$ cat config.mk
export PLATFORM = sky130hd
export DESIGN_NAME = pipelined_add_sub_flat
export DESIGN_NICKNAME = d
export VERILOG_FILES = /design/src/rtl/pipelined_add_sub_if.sv /design/src/rtl/pipelined_add_sub.sv /design/src/flat_wrapper.sv
export SDC_FILE = /design/constraint.sdc
export NUM_CORES = 1
export LEC_CHECK = 0
export ABC_AREA = 1
export BUFFER_PORTS_ARGS = -buffer_cell sky130_fd_sc_hd__buf_2
export CAP_MARGIN = 30
export CORE_MARGIN = 2
export CORE_UTILIZATION = 60
export CTS_CLUSTER_SIZE = 14
export DETAILED_ROUTE_END_ITERATION = 10
export PLACE_DENSITY = 0.89
export SLEW_MARGIN = 20
export SYNTH_ARGS = -nofsm -noshare
export SYNTH_HDL_FRONTEND = slang
export SYNTH_SLANG_ARGS = --single-unit
export TNS_END_PERCENT = 50
$ cat constraint.sdc
create_clock -name clk -period 8.42 [get_ports clk]
set_clock_uncertainty 0.1 [all_clocks]
set_input_delay 0.421 -clock clk [delete_from_list [all_inputs] [get_ports clk]]
set_output_delay 0.421 -clock clk [all_outputs]
set_load 0.02 [all_outputs]
$ cat src/rtl/pipelined_add_sub_if.sv
// Operand/result stream bundle for pipelined_add_sub.
// master drives operands and consumes results, slave is the adder.
interface pipelined_add_sub_if #(
  parameter int WIDTH = 32
);
  logic             in_valid;
  logic             in_ready;
  logic             op_sub;
  logic [WIDTH-1:0] a;
  logic [WIDTH-1:0] b;
  logic             c_in;
  logic             out_valid;
  logic             out_ready;
  logic [WIDTH-1:0] result;
  logic             c_out;
  logic             ovf;
  logic             zero;

  modport master (
    output in_valid, op_sub, a, b, c_in, out_ready,
    input  in_ready, out_valid, result, c_out, ovf, zero
  );

  modport slave (
    input  in_valid, op_sub, a, b, c_in, out_ready,
    output in_ready, out_valid, result, c_out, ovf, zero
  );
endinterface

$ cat src/rtl/pipelined_add_sub.sv
// Segmented ripple-carry add/sub: STAGES slices of WIDTH/STAGES bits, registered carry between slices.
// Define ADD_SUB_SAT_EN to saturate the result on signed overflow (default: wrap).
module pipelined_add_sub #(
  parameter int WIDTH  = 32,
  parameter int STAGES = 2
) (
  input logic                 clk,
  input logic                 clr,
  pipelined_add_sub_if.slave  bus
);
  localparam int SEG = WIDTH / STAGES;

  logic             out_valid_reg;
  logic [WIDTH-1:0] result_reg;
  logic             c_out_reg;
  logic             ovf_reg;
  logic             zero_reg;
  logic             adv;

  // The whole pipe moves as one; bubbles are not squeezed out.
  assign adv          = ~out_valid_reg | bus.out_ready;
  assign bus.in_ready = adv;

  assign bus.out_valid = out_valid_reg;
  assign bus.result    = result_reg;
  assign bus.c_out     = c_out_reg;
  assign bus.ovf       = ovf_reg;
  assign bus.zero      = zero_reg;

  genvar gi;
  generate
    for (gi = 0; gi < STAGES; gi++) begin : stage_g
      // Operands still to be added occupy [HI_W-1:0]; the current slice is the bottom SEG bits.
      localparam int LO   = gi * SEG;
      localparam int HI_W = WIDTH - LO;

      logic              valid_in;
      logic              cin;
      logic [HI_W-1:0]   a_in;
      logic [HI_W-1:0]   bx_in;
      logic [SEG:0]      seg_sum;
      logic [LO+SEG-1:0] sum_next;

      if (gi == 0) begin : head_g
        assign valid_in = bus.in_valid;
        assign a_in     = bus.a;
        assign bx_in    = bus.op_sub ? ~bus.b : bus.b;
        assign cin      = bus.op_sub | bus.c_in;
        assign sum_next = seg_sum[SEG-1:0];
      end else begin : body_g
        assign valid_in = stage_g[gi-1].reg_g.valid_reg;
        assign a_in     = stage_g[gi-1].reg_g.a_reg;
        assign bx_in    = stage_g[gi-1].reg_g.bx_reg;
        assign cin      = stage_g[gi-1].reg_g.carry_reg;
        assign sum_next = {seg_sum[SEG-1:0], stage_g[gi-1].reg_g.sum_reg};
      end

      assign seg_sum = {1'b0, a_in[SEG-1:0]} + {1'b0, bx_in[SEG-1:0]} + {{SEG{1'b0}}, cin};

      if (gi < STAGES - 1) begin : reg_g
        logic                 valid_reg;
        logic                 carry_reg;
        logic [HI_W-SEG-1:0]  a_reg;
        logic [HI_W-SEG-1:0]  bx_reg;
        logic [LO+SEG-1:0]    sum_reg;

        always_ff @(posedge clk) begin
          if (clr) begin
            valid_reg <= 1'b0;
            carry_reg <= 1'b0;
            a_reg     <= '0;
            bx_reg    <= '0;
            sum_reg   <= '0;
          end else if (adv) begin
            valid_reg <= valid_in;
            carry_reg <= seg_sum[SEG];
            a_reg     <= a_in[HI_W-1:SEG];
            bx_reg    <= bx_in[HI_W-1:SEG];
            sum_reg   <= sum_next;
          end
        end
      end else begin : tail_g
        logic             raw_ovf;
        logic [WIDTH-1:0] res_next;

        // Both addend signs live in the top slice, so overflow needs only this stage.
        assign raw_ovf = (a_in[SEG-1] == bx_in[SEG-1]) && (seg_sum[SEG-1] != a_in[SEG-1]);

`ifdef ADD_SUB_SAT_EN
        localparam logic [WIDTH-1:0] SMAX = {1'b0, {(WIDTH-1){1'b1}}};
        localparam logic [WIDTH-1:0] SMIN = {1'b1, {(WIDTH-1){1'b0}}};
        // On overflow the true sign is the shared operand sign.
        assign res_next = raw_ovf ? (a_in[SEG-1] ? SMIN : SMAX) : sum_next;
`else
        assign res_next = sum_next;
`endif

        always_ff @(posedge clk) begin
          if (clr) begin
            out_valid_reg <= 1'b0;
            result_reg    <= '0;
            c_out_reg     <= 1'b0;
            ovf_reg       <= 1'b0;
            zero_reg      <= 1'b0;
          end else if (adv) begin
            out_valid_reg <= valid_in;
            result_reg    <= res_next;
            c_out_reg     <= seg_sum[SEG];
            ovf_reg       <= raw_ovf;
            zero_reg      <= (res_next == '0);
          end
        end
      end
    end
  endgenerate
endmodule
$ cat src/flat_wrapper.sv
// flat-port wrapper written by rule: the top's interface ports become plain ports
module pipelined_add_sub_flat 
#(
  parameter int WIDTH  = 32,
  parameter int STAGES = 2
)
  (clk, clr, bus_in_valid, bus_op_sub, bus_a, bus_b, bus_c_in, bus_out_ready, bus_in_ready, bus_out_valid, bus_result, bus_c_out, bus_ovf, bus_zero);
  pipelined_add_sub_if #(.WIDTH(WIDTH)) bus_i ();
  input logic clk;
  input logic clr;
  input wire logic [$bits(bus_i.in_valid)-1:0] bus_in_valid;
  input wire logic [$bits(bus_i.op_sub)-1:0] bus_op_sub;
  input wire logic [$bits(bus_i.a)-1:0] bus_a;
  input wire logic [$bits(bus_i.b)-1:0] bus_b;
  input wire logic [$bits(bus_i.c_in)-1:0] bus_c_in;
  input wire logic [$bits(bus_i.out_ready)-1:0] bus_out_ready;
  output wire logic [$bits(bus_i.in_ready)-1:0] bus_in_ready;
  output wire logic [$bits(bus_i.out_valid)-1:0] bus_out_valid;
  output wire logic [$bits(bus_i.result)-1:0] bus_result;
  output wire logic [$bits(bus_i.c_out)-1:0] bus_c_out;
  output wire logic [$bits(bus_i.ovf)-1:0] bus_ovf;
  output wire logic [$bits(bus_i.zero)-1:0] bus_zero;
  assign bus_i.in_valid = bus_in_valid;
  assign bus_i.op_sub = bus_op_sub;
  assign bus_i.a = bus_a;
  assign bus_i.b = bus_b;
  assign bus_i.c_in = bus_c_in;
  assign bus_i.out_ready = bus_out_ready;
  assign bus_in_ready = bus_i.in_ready;
  assign bus_out_valid = bus_i.out_valid;
  assign bus_result = bus_i.result;
  assign bus_c_out = bus_i.c_out;
  assign bus_ovf = bus_i.ovf;
  assign bus_zero = bus_i.zero;
  pipelined_add_sub #(.WIDTH(WIDTH), .STAGES(STAGES)) u_core (.clk(clk), .clr(clr), .bus(bus_i));
endmodule
## After elaboration in Yosys (flattened, before gate mapping)

Index checks and enable logic that the tools add are counted.

- Mux-type cells: 1
- Reductions and logical operators: 2
- Add/sub/neg operators: 4
- Bitwise gates (word level): 4
- Equal/unequal tests: 2

Operator list:

| kind | number |
|---|---|
| 16-bit by 16-bit adder with 17-bit output | 2 |
| 17-bit by 1-bit adder with 17-bit output | 2 |
| 32-bit logical NOT | 1 |
| 32-bit 2-to-1 mux | 1 |
| 32-bit inverter | 1 |
| 1-bit bitwise OR | 2 |
| 1-bit equality test | 1 |
| 1-bit logical AND | 1 |
| 1-bit inequality test | 1 |
| 1-bit inverter | 1 |

- Word-level logic and storage cells: 23
- Bits of input ports: 70
- Register bits after elaboration: 86

## Depth between registers and ports, before layout

- Word-level depth: 4
- Gate-level depth with buffers: 16
- Mapped depth without buffers: 14

## Worst setup path before layout

Ideal clock, no wire load.

- Path type: input -> register
- From: input port bus_op_sub
- To: register u_core.stage_g[0].reg_g.sum_reg[12]
- Buffers on the path: 2
- Arrival: 2.773 ns
- Setup time: 0.109 ns
- Path slack: 5.438 ns
- Stages on the path: 15
- Cell sequence: clkbuf_1 buf_2 or2_2 fa_1 fa_1 nand3_1 nand2_1 a21oi_1 o21bai_1 nand2_1 nand2_1 a21oi_1 o21ai_0 nand2_1 inv_1

- Word-level cells in the longest chain between the ends: 3

RTL lines:

| element | RTL line | text |
|---|---|---|
| start, declared | flat_wrapper.sv:12 | `input wire logic [$bits(bus_i.op_sub)-1:0] bus_op_sub;` |
| 32-bit 2-to-1 mux | pipelined_add_sub.sv:47 | `assign bx_in = bus.op_sub ? ~bus.b : bus.b;` |
| 16-bit by 16-bit adder with 17-bit output | pipelined_add_sub.sv:58 | `assign seg_sum = {1'b0, a_in[SEG-1:0]} + {1'b0, bx_in[SEG-1:0]} + {{SEG{1'b0}}, cin};` |
| 17-bit by 1-bit adder with 17-bit output (*) | pipelined_add_sub.sv:58 |  |
| end signal, assigned | pipelined_add_sub.sv:79 | `sum_reg <= sum_next;` |
| end, declared | pipelined_add_sub.sv:65 | `logic [LO+SEG-1:0] sum_reg;` |

Every way passes the cells marked *; elsewhere a longest branch is shown, timed or not.
A chain may end at the register's enable or synchronous reset.

## Final worst setup path

Ends and elaborated chain as after synthesis.

==> impl_metrics.env <==
export IMPL_clock_sinks=86
export IMPL_synth_area_per_cell_sq_um=7.020
export IMPL_placed_cells_incl_taps=904
export IMPL_rsz0062_at_grt="no"
export IMPL_regArea_sq_um=1722
export IMPL_final_common_cell="nand2_1"
export IMPL_grt_use_total=0.2641
export IMPL_hold_end="u_core.bus.zero"
export IMPL_worst_pin_slew_ns=0.5030
export IMPL_netlist_instances=721
export IMPL_worstReg2RegStart="u_core.stage_g[0].reg_g.bx_reg[0]"
export IMPL_largest_register_ffs=32
export IMPL_fill_cells=683
export IMPL_grt_ovfl_total=0
export IMPL_path_max_fanout=17
export IMPL_reg2reg_slack_ns=5.91
export IMPL_synth_seq_area_share=0.3402
export IMPL_io_buffers=106
export IMPL_die_h_um=95.85
export IMPL_fin_area_sq_um=5873
export IMPL_wl_mm=11.77
export IMPL_slew_violations=0
export IMPL_cts_buffer_depth=2
export IMPL_worst_hold_slack_ns=0.1671
export IMPL_clkPwrFrac=0.244
export IMPL_finalHoldViolations=0
export IMPL_setup_viol=0
export IMPL_final_util=0.7148
export IMPL_synth_cell_types=29
export IMPL_avgRoutedWirePerCell_um=12.76
export IMPL_htreeDepth=3
export IMPL_antenna_cells=0
export IMPL_grt_pass1_vias=4393
export IMPL_relSlewSlack=0.6647
export IMPL_cp_required_ns=8.58
export IMPL_vias_per_cell=5.258
export IMPL_max_freq_ghz=0.3510
export IMPL_maxCapViolations=0
export IMPL_area_growth_pct=16.04
export IMPL_grt_pass1_wl_mm=19.44
export IMPL_cts_hold_buf=0
export IMPL_start_util=0.6160
export IMPL_io_pins=107
export IMPL_reg2reg_to="u_core.bus.zero"
export IMPL_hold_depth=2
export IMPL_synth_seq_cells=86
export IMPL_cts_buffers=9
export IMPL_cts_setup_buffers=0
export IMPL_powerDensity_nw_per_um2=184.9
export IMPL_ir_worst_vdd_uv=135.3
export IMPL_ys_warn_count=0
export IMPL_syn_area_sq_um=5061
export IMPL_p_sw_uw=390.8
export IMPL_reg2reg_depth=13
export IMPL_criticalPathCategory="in -> reg"
export IMPL_place_congestion=0.8948
export IMPL_crit_arrival_ns=3.01
export IMPL_finalCritPeriodShare=0.3384
export IMPL_pwr_share_seq=0.447
export IMPL_die_width_um=95.85
export IMPL_min_period_ns=2.849
export IMPL_firstDrtPassIters=6
export IMPL_cts_tree="built"
export IMPL_grt_max_degree=68
export IMPL_path_clk_slew_ns=0.09
export IMPL_status="finished clean"
export IMPL_cts_resized=0
export IMPL_p_int_uw=695.4
export IMPL_stdcell_count=922
export IMPL_multi_input_area_sq_um=2909
export IMPL_vias=4848
export IMPL_fp_dieArea_sq_um=9186
export IMPL_nNetsFinal=916
export IMPL_power_leakage_uw=0.003157
export IMPL_start_kind="input port"
export IMPL_drive_gt1_frac=0.1836
export IMPL_clockRootBuffer="clkbuf_8"
export IMPL_synth_fp_nets=825
export IMPL_antenna_left=0
export IMPL_placed_area_sq_um=5639
export IMPL_hp_class="in -> reg"
export IMPL_antenna_found_initial=0
export IMPL_min_delay_start="clr"
export IMPL_core_area_sq_um=8217
export IMPL_totalNegativeSetupSlack_ns=0
export IMPL_p_comb_frac=0.308
export IMPL_rows=33
export IMPL_worst_skew_pair_late_latency_ns=0.36
export IMPL_dpl_hpwl_mm=8.896
export IMPL_first_iter_violations=220
export IMPL_p_sw_frac=0.3598
export IMPL_cp_end_kind="flip-flop"
export IMPL_layout_common_cells="nand2_1, buf_2, nor2_1"
export IMPL_drc=0
per-stage QoR:
stage	worst slack [ns]	power, uW
after CTS	5.235	1086
after detailed placement	4.842	821.9
after global placement	4.982	809.4
after floorplan	5.438	725.9
final	5.571	1086
after global routing	5.436	1158
area by class of cell:
type	instances	area share
sequential	86	0.2931
clock buffer	9	0.02109
multi-input combinational	521	0.4953
inverter	83	0.05305
timing repair buffer	111	0.1057
clock inverter	7	0.009374
tap	105	0.02237
worst max path at each step:
| stage | startpoint | end | slack [ns] | depth (start not counted) |
|---|---|---|---|---|
| finish | bus_op_sub | u_core.stage_g[0].reg_g.sum_reg[12] | 5.57 | 14 |
| detailed placement | bus_op_sub | u_core.stage_g[0].reg_g.sum_reg[12] | 4.84 | 14 |
| CTS | bus_op_sub | u_core.stage_g[0].reg_g.sum_reg[12] | 5.23 | 14 |
| global placement | bus_op_sub | u_core.stage_g[0].reg_g.sum_reg[12] | 4.98 | 14 |
| global route | bus_op_sub | u_core.stage_g[0].reg_g.sum_reg[12] | 5.44 | 14 |
| floorplan | bus_op_sub | u_core.stage_g[0].reg_g.sum_reg[12] | 5.44 | 15 |
power by group through the flow:
| stage | logic, uW | registers [uW] | clock network, uW |
|---|---|---|---|
| 2_1_floorplan | 214 | 512 | 0 |
| 3_3_place_gp | 318 | 492 | 0 |
| 3_5_place_dp | 329 | 493 | 0 |
| 4_1_cts | 331 | 485 | 271 |
| 5_1_grt | 378 | 491 | 289 |
| 6_report | 335 | 486 | 265 |
logic make-up after synthesis:
logic type      synth area share
flops                     0.3402
compound gates            0.1815
buf+inv                  0.08603
xor+xnor                 0.07095
fa+ha+maj                0.08999
simple gates              0.2314
worst max-delay path, stage by stage:
cell and delay (ns):
buf_2 0.26, or2_2 0.37, fa_1 0.41, fa_1 0.42
nand3_1 0.09, nand2_1 0.08, a21oi_1 0.33, o21bai_1 0.17
nand2_1 0.08, nand2_1 0.06, a21oi_1 0.12, o21ai_0 0.10
nand2_1 0.07, inv_1 0.04
Yosys cell counts:
master	count	area [sq um]
fa_1	4	80.08
a21oi_1	55	275.3
and2_1	1	6.260
a21oi_2	3	26.28
nand3_2	3	30.03
nand4_1	4	25.02
o31ai_1	1	7.510
a21o_1	1	7.510
xor2_1	18	157.7
or2_2	2	12.51
inv_1	82	307.8
nand2_2	8	50.05
nor3_1	3	15.01
nor2_2	3	18.77
clkbuf_1	25	93.84
nand3b_1	6	45.04
nor2_4	1	11.26
dfxtp_1	86	1722
nor2_1	92	345.3
ha_1	30	375.4
a31oi_1	1	6.260
nand3_1	21	105.1
o21ai_0	80	400.4
o21bai_1	13	97.59
inv_2	1	3.750
xnor2_1	23	201.4
nand2_1	135	506.7
buf_2	6	30.03
o211ai_1	13	97.59
routing by layer:
metal / wire length [um] / part of all wire / track usage / vias up
met2: 5515 / 0.47 / 0.4341 / 134
met1: 5525 / 0.47 / 0.3575 / 2196
met4: 146 / 0.012 / 0.05595 / 0
met3: 581 / 0.049 / 0.05795 / 13
met5: 0 / 0 / 0 / -
li1: - / - / - / 2505
Note: power is estimated with default switching activity, not from simulation.
